`src/rtl/viterbi_pkg.sv`:
```
// Shared types and address helpers for the Viterbi traceback scheduler.
// The survivor ring is addressed as {bank, offset}.
package viterbi_pkg;

    localparam int TB_DEPTH_DEF = 32;
    localparam int NB_DEF       = 4;

    typedef enum logic [2:0] {
        IDLE,
        TRAIN,
        DECODE,
        FLUSH,
        DONE
    } tb_state_e;

    function automatic int addr_bank(input int addr, input int off_w);
        return addr >> off_w;
    endfunction

    function automatic int addr_off(input int addr, input int off_w);
        return addr & ((1 << off_w) - 1);
    endfunction

    // Bank wraps modulo the ring, so bank+1 past the last bank lands on bank 0.
    function automatic int make_addr(input int bank, input int off, input int off_w, input int bank_w);
        return ((bank & ((1 << bank_w) - 1)) << off_w) | addr_off(off, off_w);
    endfunction

endpackage

```
`src/rtl/viterbi_sm_ring.sv`:
```
// Survivor-memory ring bookkeeping: write pointer, decode base, occupancy,
// pending flush and the ACS stall derived from them.
module viterbi_sm_ring
    import viterbi_pkg::*;
#(
    parameter int  TB_DEPTH = TB_DEPTH_DEF,
    parameter int  NB       = NB_DEF,
    localparam int ADDR_W   = $clog2(NB * TB_DEPTH)
) (
    input  logic              clk,
    input  logic              rst,
    input  logic              en,
    input  logic              i_acs_valid,
    input  logic              i_flush,
    input  logic              i_release,
    input  logic              i_flush_done,
    input  logic              i_clr_flush,
    input  logic              i_in_flush,
    output logic              o_we,
    output logic [ADDR_W-1:0] o_wptr,
    output logic [ADDR_W-1:0] o_dec_base,
    output logic [ADDR_W:0]   o_occ,
    output logic              o_flush_pend,
    output logic              o_stall
);

    localparam logic [ADDR_W:0]   OCC_FULL = (ADDR_W + 1)'(NB * TB_DEPTH);
    localparam logic [ADDR_W:0]   OCC_REL  = (ADDR_W + 1)'(TB_DEPTH);
    localparam logic [ADDR_W-1:0] DEPTH_A  = ADDR_W'(TB_DEPTH);

    logic [ADDR_W-1:0] wptr_q, wptr_d;
    logic [ADDR_W-1:0] dec_base_q, dec_base_d;
    logic [ADDR_W:0]   occ_q, occ_d;
    logic              flush_pend_q, flush_pend_d;

    assign o_stall      = (occ_q == OCC_FULL) | flush_pend_q | i_in_flush;
    assign o_we         = en & i_acs_valid & ~o_stall;
    assign o_wptr       = wptr_q;
    assign o_dec_base   = dec_base_q;
    assign o_occ        = occ_q;
    assign o_flush_pend = flush_pend_q;

    always_comb begin
        wptr_d       = wptr_q;
        dec_base_d   = dec_base_q;
        occ_d        = occ_q;
        flush_pend_d = flush_pend_q;
        if (o_we) begin
            wptr_d = wptr_q + ADDR_W'(1);
        end
        if (i_flush_done) begin
            dec_base_d = wptr_q;
            occ_d      = '0;
        end else begin
            // A write and a bank release in the same cycle both take effect.
            occ_d = occ_q + (ADDR_W + 1)'(o_we) - (i_release ? OCC_REL : '0);
            if (i_release) begin
                dec_base_d = dec_base_q + DEPTH_A;
            end
        end
        if (flush_pend_q) begin
            if (i_clr_flush) begin
                flush_pend_d = 1'b0;
            end
        end else if (en & i_flush) begin
            flush_pend_d = 1'b1;
        end
    end

    always_ff @(posedge clk or posedge rst) begin
        if (rst) begin
            wptr_q       <= '0;
            dec_base_q   <= '0;
            occ_q        <= '0;
            flush_pend_q <= 1'b0;
        end else begin
            wptr_q       <= wptr_d;
            dec_base_q   <= dec_base_d;
            occ_q        <= occ_d;
            flush_pend_q <= flush_pend_d;
        end
    end

endmodule

```
`config.mk`:
```
export PLATFORM = sky130hd
export DESIGN_NAME = viterbi_sm_ring
export DESIGN_NICKNAME = d
export VERILOG_FILES = /design/src/rtl/viterbi_pkg.sv /design/src/rtl/viterbi_sm_ring.sv
export SDC_FILE = /design/constraint.sdc
export NUM_CORES = 1
export LEC_CHECK = 0
export ABC_AREA = 1
export BUFFER_PORTS_ARGS = -buffer_cell sky130_fd_sc_hd__buf_4
export CAP_MARGIN = 15
export CORE_MARGIN = 10
export CORE_UTILIZATION = 53
export CTS_CLUSTER_DIAMETER = 150
export DETAILED_ROUTE_END_ITERATION = 12
export GPL_TIMING_DRIVEN = 1
export PLACE_DENSITY = 0.91
export SETUP_SLACK_MARGIN = 0.1
export SLEW_MARGIN = 0
export SYNTH_ARGS = -nofsm -noshare
export SYNTH_HDL_FRONTEND = slang
export SYNTH_SLANG_ARGS = --single-unit
```
`constraint.sdc`:
```
create_clock -name clk -period 2.62 [get_ports clk]
set_clock_uncertainty 0.1 [all_clocks]
set_input_delay 0.262 -clock clk [delete_from_list [all_inputs] [get_ports clk]]
set_output_delay 0.262 -clock clk [all_outputs]
set_load 0.02 [all_outputs]
```
==> summary by stage <==
Routing
The number of nets with antenna violations after detailed routing is 0. The total iterations of the first detailed-routing run is 4. Summed over all layers, the routed wires come to 3.19 mm. The routed via count divided by cell count is 5.16. After detailed routing, the average wire length per cell comes to 13.5 µm. The via count is 1223. In this run, the number of DRC markers left after iteration 0 of detailed routing was 63. For this run, design rule violations remaining after detail routing come to 0.

Critical path
The critical path's slowest cell is dfrtp_1. At the worst endpoint, the required time is 2730 ps. STA classifies the critical path startpoint as a register.

In this design, the stage delay of the slowest critical-path cell is 410 ps. STA classifies the critical path endpoint as a register. The most numerous cell on the critical path is inv_1. Along the worst path, the maximum fanout reaches 8. Traced cell by cell, the critical path runs through inv_1 > ha_1 > nand2_1 > inv_1 > nand3_2 > nand2_4 > nor2_8 > ha_1 > inv_1 > ha_1 > inv_1 > nand2_1 > nand2_1 > nand3_1 > a21oi_1 > nor2_1.

The critical path data arrival time is 2300 ps. The category of the most critical setup path is reg2reg.

Placed design
Routability-driven placement finished with a final weighted congestion of 0.840. The estimated wirelength of the detail-placed design is 2.47 mm. The instance count after placement with tap cells included is 232. The number of input and output port buffers inserted is 33.

Timing
The final critical delay including setup and external delays is 2190 ps. The worst slack on hold paths is 29.5 ps. The worst max-slew margin expressed relative to the limit is 0.423. Setup repair after global routing left no endpoint under its margin. Timing would allow up to 457 MHz.

In the finished design, the share of the clock period the worst path needs comes to 0.836. The final-report max-slew violation count is 0. Setup violations remaining at the end of the flow were counted as 0.

The number of hold violations in the final report is 0. At the pin with the least slew margin, the transition time is 865 ps. For the final routed database, the setup TNS stands at 0 ps.

Yosys
A synthesized cell averages 8.26 µm². The Yosys warning count is 0. The share of synthesized area in the top cell type comes to 0.405.

The portion of the post-synthesis area used by sequential elements is 0.405. The cell count after synthesis came out at 172. After synthesis the netlist holds a flip-flop and latch count of 23. The cell type with the largest total area after synthesis is dfrtp_1. The post-synth net total is 194. In the post-synthesis netlist, the biggest area contributors are dfrtp_1 (40%), nand2_1 (13%), ha_1 (11%). After synthesis, the netlist uses 27 different library cells.

The cell area after synthesis is 1420 µm².

Clock network
Clock-pin slew was measured on the worst setup and hold paths at 120 ps. The count of instances resized after the clock tree is built is 0. The clock buffer count from CTS is 3.

The clock passes through at most 2 buffers. The master cell of the clock root buffer is clkbuf_4. The clock latency of the later-clocked register in the worst-skew pair is 300 ps.

The TritonCTS clock tree is built. The post-CTS setup-driven buffer insertion count is 0. The clock sink total is 23. CTS built an H-tree with a depth of 1.

Die
The core region is 2520 µm². Pin placement for this block handled 34 I/O pins. The floorplan step defined a die boundary enclosing 5150 µm².

The horizontal extent of the die is 71.8 µm. For this configuration, the core starts out at a cell density of 0.563. The floorplan has 18 rows. Measured along the y axis, the die boundary spans 71.8 µm.

Power and ir drop
The maximum vdd ir drop is 0.628 mV. The power density over the cells is 816 nW/µm². The switching portion of total power is 0.439. Summing internal, switching and leakage power gives 1.40 mW.

In this run the static leakage power is 0.950 nW. The register share of total power is 0.394. The internal portion of total power is 0.786 mW. The share of total power dissipated in combinational logic is 0.492. The clock power share is 0.113. The net switching power is 0.614 mW.

Global routing
The first global-routing pass estimated 5.40 mm of wire. In the global route stage, overall resource usage came out at 0.126. The overflow left after global routing is 0. The number of global-route vias before repair was 1218. The initial antenna violation count is 0.

Entering global routing, the biggest net connects 24 pins.

Run
The tool flagged a number of max-cap violations equal to 0.

Cells and area
The count of inserted antenna diode cells is 0. Of the cells placed in the final design, the portion with a size suffix greater than 1 is 0.242. The layout-stage area growth over the synthesis result is 20.8%. The final net count is 230. After the flow finishes, the layout carries non-filler instances totaling 237.

Run status
The run finished with clean final reports.

Min path
In this run the worst hold path is classified as in2async.
[routing by layer]
metal / GRT usage / part of all wire / up-vias
li1: - / - / 606
met1: 0.140 / 0.39 / 573
met2: 0.221 / 0.53 / 38
met4: 0.0473 / 0.013 / 0
met5: 0 / 0 / -
met3: 0.0358 / 0.067 / 6
[cell usage after synthesis (all sizes together)]
cell / count
a21oi: 9
and2: 1
buf: 3
dfrtp: 23
ha: 13
inv: 29
nand2: 51
nand3: 9
nand3b: 1
nand4: 2
nor2: 17
nor3: 1
o211ai: 1
o21ai: 6
o221ai: 1
xnor2: 1
xor2: 4
[final cells by class]
type	instances	area (µm²)
Sequential cell	23	576
Timing Repair Buffer	34	258
Clock buffer	4	26.3
Inverter	29	109
Fill cell	204	806
Multi-Input combinational cell	117	711
Tap cell	30	37.5
[per-stage QoR]
stage / setup WS [ps] / area (µm²) / util
floorplan: 361 / 1420 / -
global placement: 530 / 1680 / 0.666
detailed placement: 442 / 1680 / 0.666
CTS: 419 / 1710 / 0.677
global route: 203 / 1720 / 0.681
finish: 429 / 1720 / 0.681
[worst paths after layout]
path,slack (ps),cells past startpoint,to,from
max,430,16,o_occ[6],o_occ[2]
min,30,2,o_dec_base[2],rst
max reg2reg,430,16,o_occ[6],o_occ[2]
min reg2reg,410,2,o_dec_base[4],o_dec_base[4]
max in group asynchronous,1870,2,o_wptr[3],rst
min in group clk,80,2,o_occ[1],i_flush_done
[critical path, delay by kind of cell (launching register included)]
kind | cells | cell delay [ps]
adders and majority gates | 3 | 560
DFF | 1 | 410
AOI/OAI and AO/OA | 1 | 130
buffers and inverters | 4 | 220
and+or+nand+nor | 8 | 660
[timing repair]
| item | CTS | global route |
|---|---|---|
| setup endpoints to repair | 0 | 0 |
| hold buffers | 0 | 1 |
| endpoints found under the hold margin | 0 | 1 |
[power groups by stage]
stage	registers (mW)	clock network (mW)	logic, mW
final	0.552	0.159	0.689
after global routing	0.570	0.186	0.784
after CTS	0.553	0.166	0.696
after detailed placement	0.557	0	0.694
after global placement	0.555	0	0.674
after floorplan	0.645	0	0.370
[cells in the final DEF (no fill, tap or decap)]
cell type	Yosys	layout
nor2_1	11	11
a21oi_1	9	9
dlygate4sd3_1	0	1
o221ai_1	1	1
inv_1	27	27
o21ai_0	2	2
nand3_4	1	1
nor2_4	2	2
o211ai_1	1	1
nand2_1	48	48
xnor2_1	1	1
clkbuf_1	0	1
nand3b_4	1	1
clkbuf_4	0	3
nand3_2	1	1
nand4_1	2	2
buf_4	2	33
xor2_1	4	4
dfrtp_1	23	23
nand3_1	7	7
nor3_1	1	1
o21ai_1	4	4
ha_1	13	13
nor2_8	1	1
and2_1	1	1
nor2_2	3	3
nand2_2	2	2
inv_2	2	2
nand2_4	1	1
[logic make-up (layout without fill, tap and decap cells)]
logic type	Yosys count	in the layout	share of synthesized area
AND/OR/NAND/NOR	82	82	0.290
buffers and inverters	32	67	0.0951
flip-flops	23	23	0.405
AO/OA/AOI/OAI	17	17	0.0643
adder cells (fa/ha/maj)	13	13	0.114
XOR/XNOR	5	5	0.0308
[state kept, by name (all words and copies together), names as in the netlist]
signal,cells
o_occ,8
o_flush_pend,1
o_dec_base,7
o_wptr,7
Note: power is estimated with default switching activity, not from simulation.
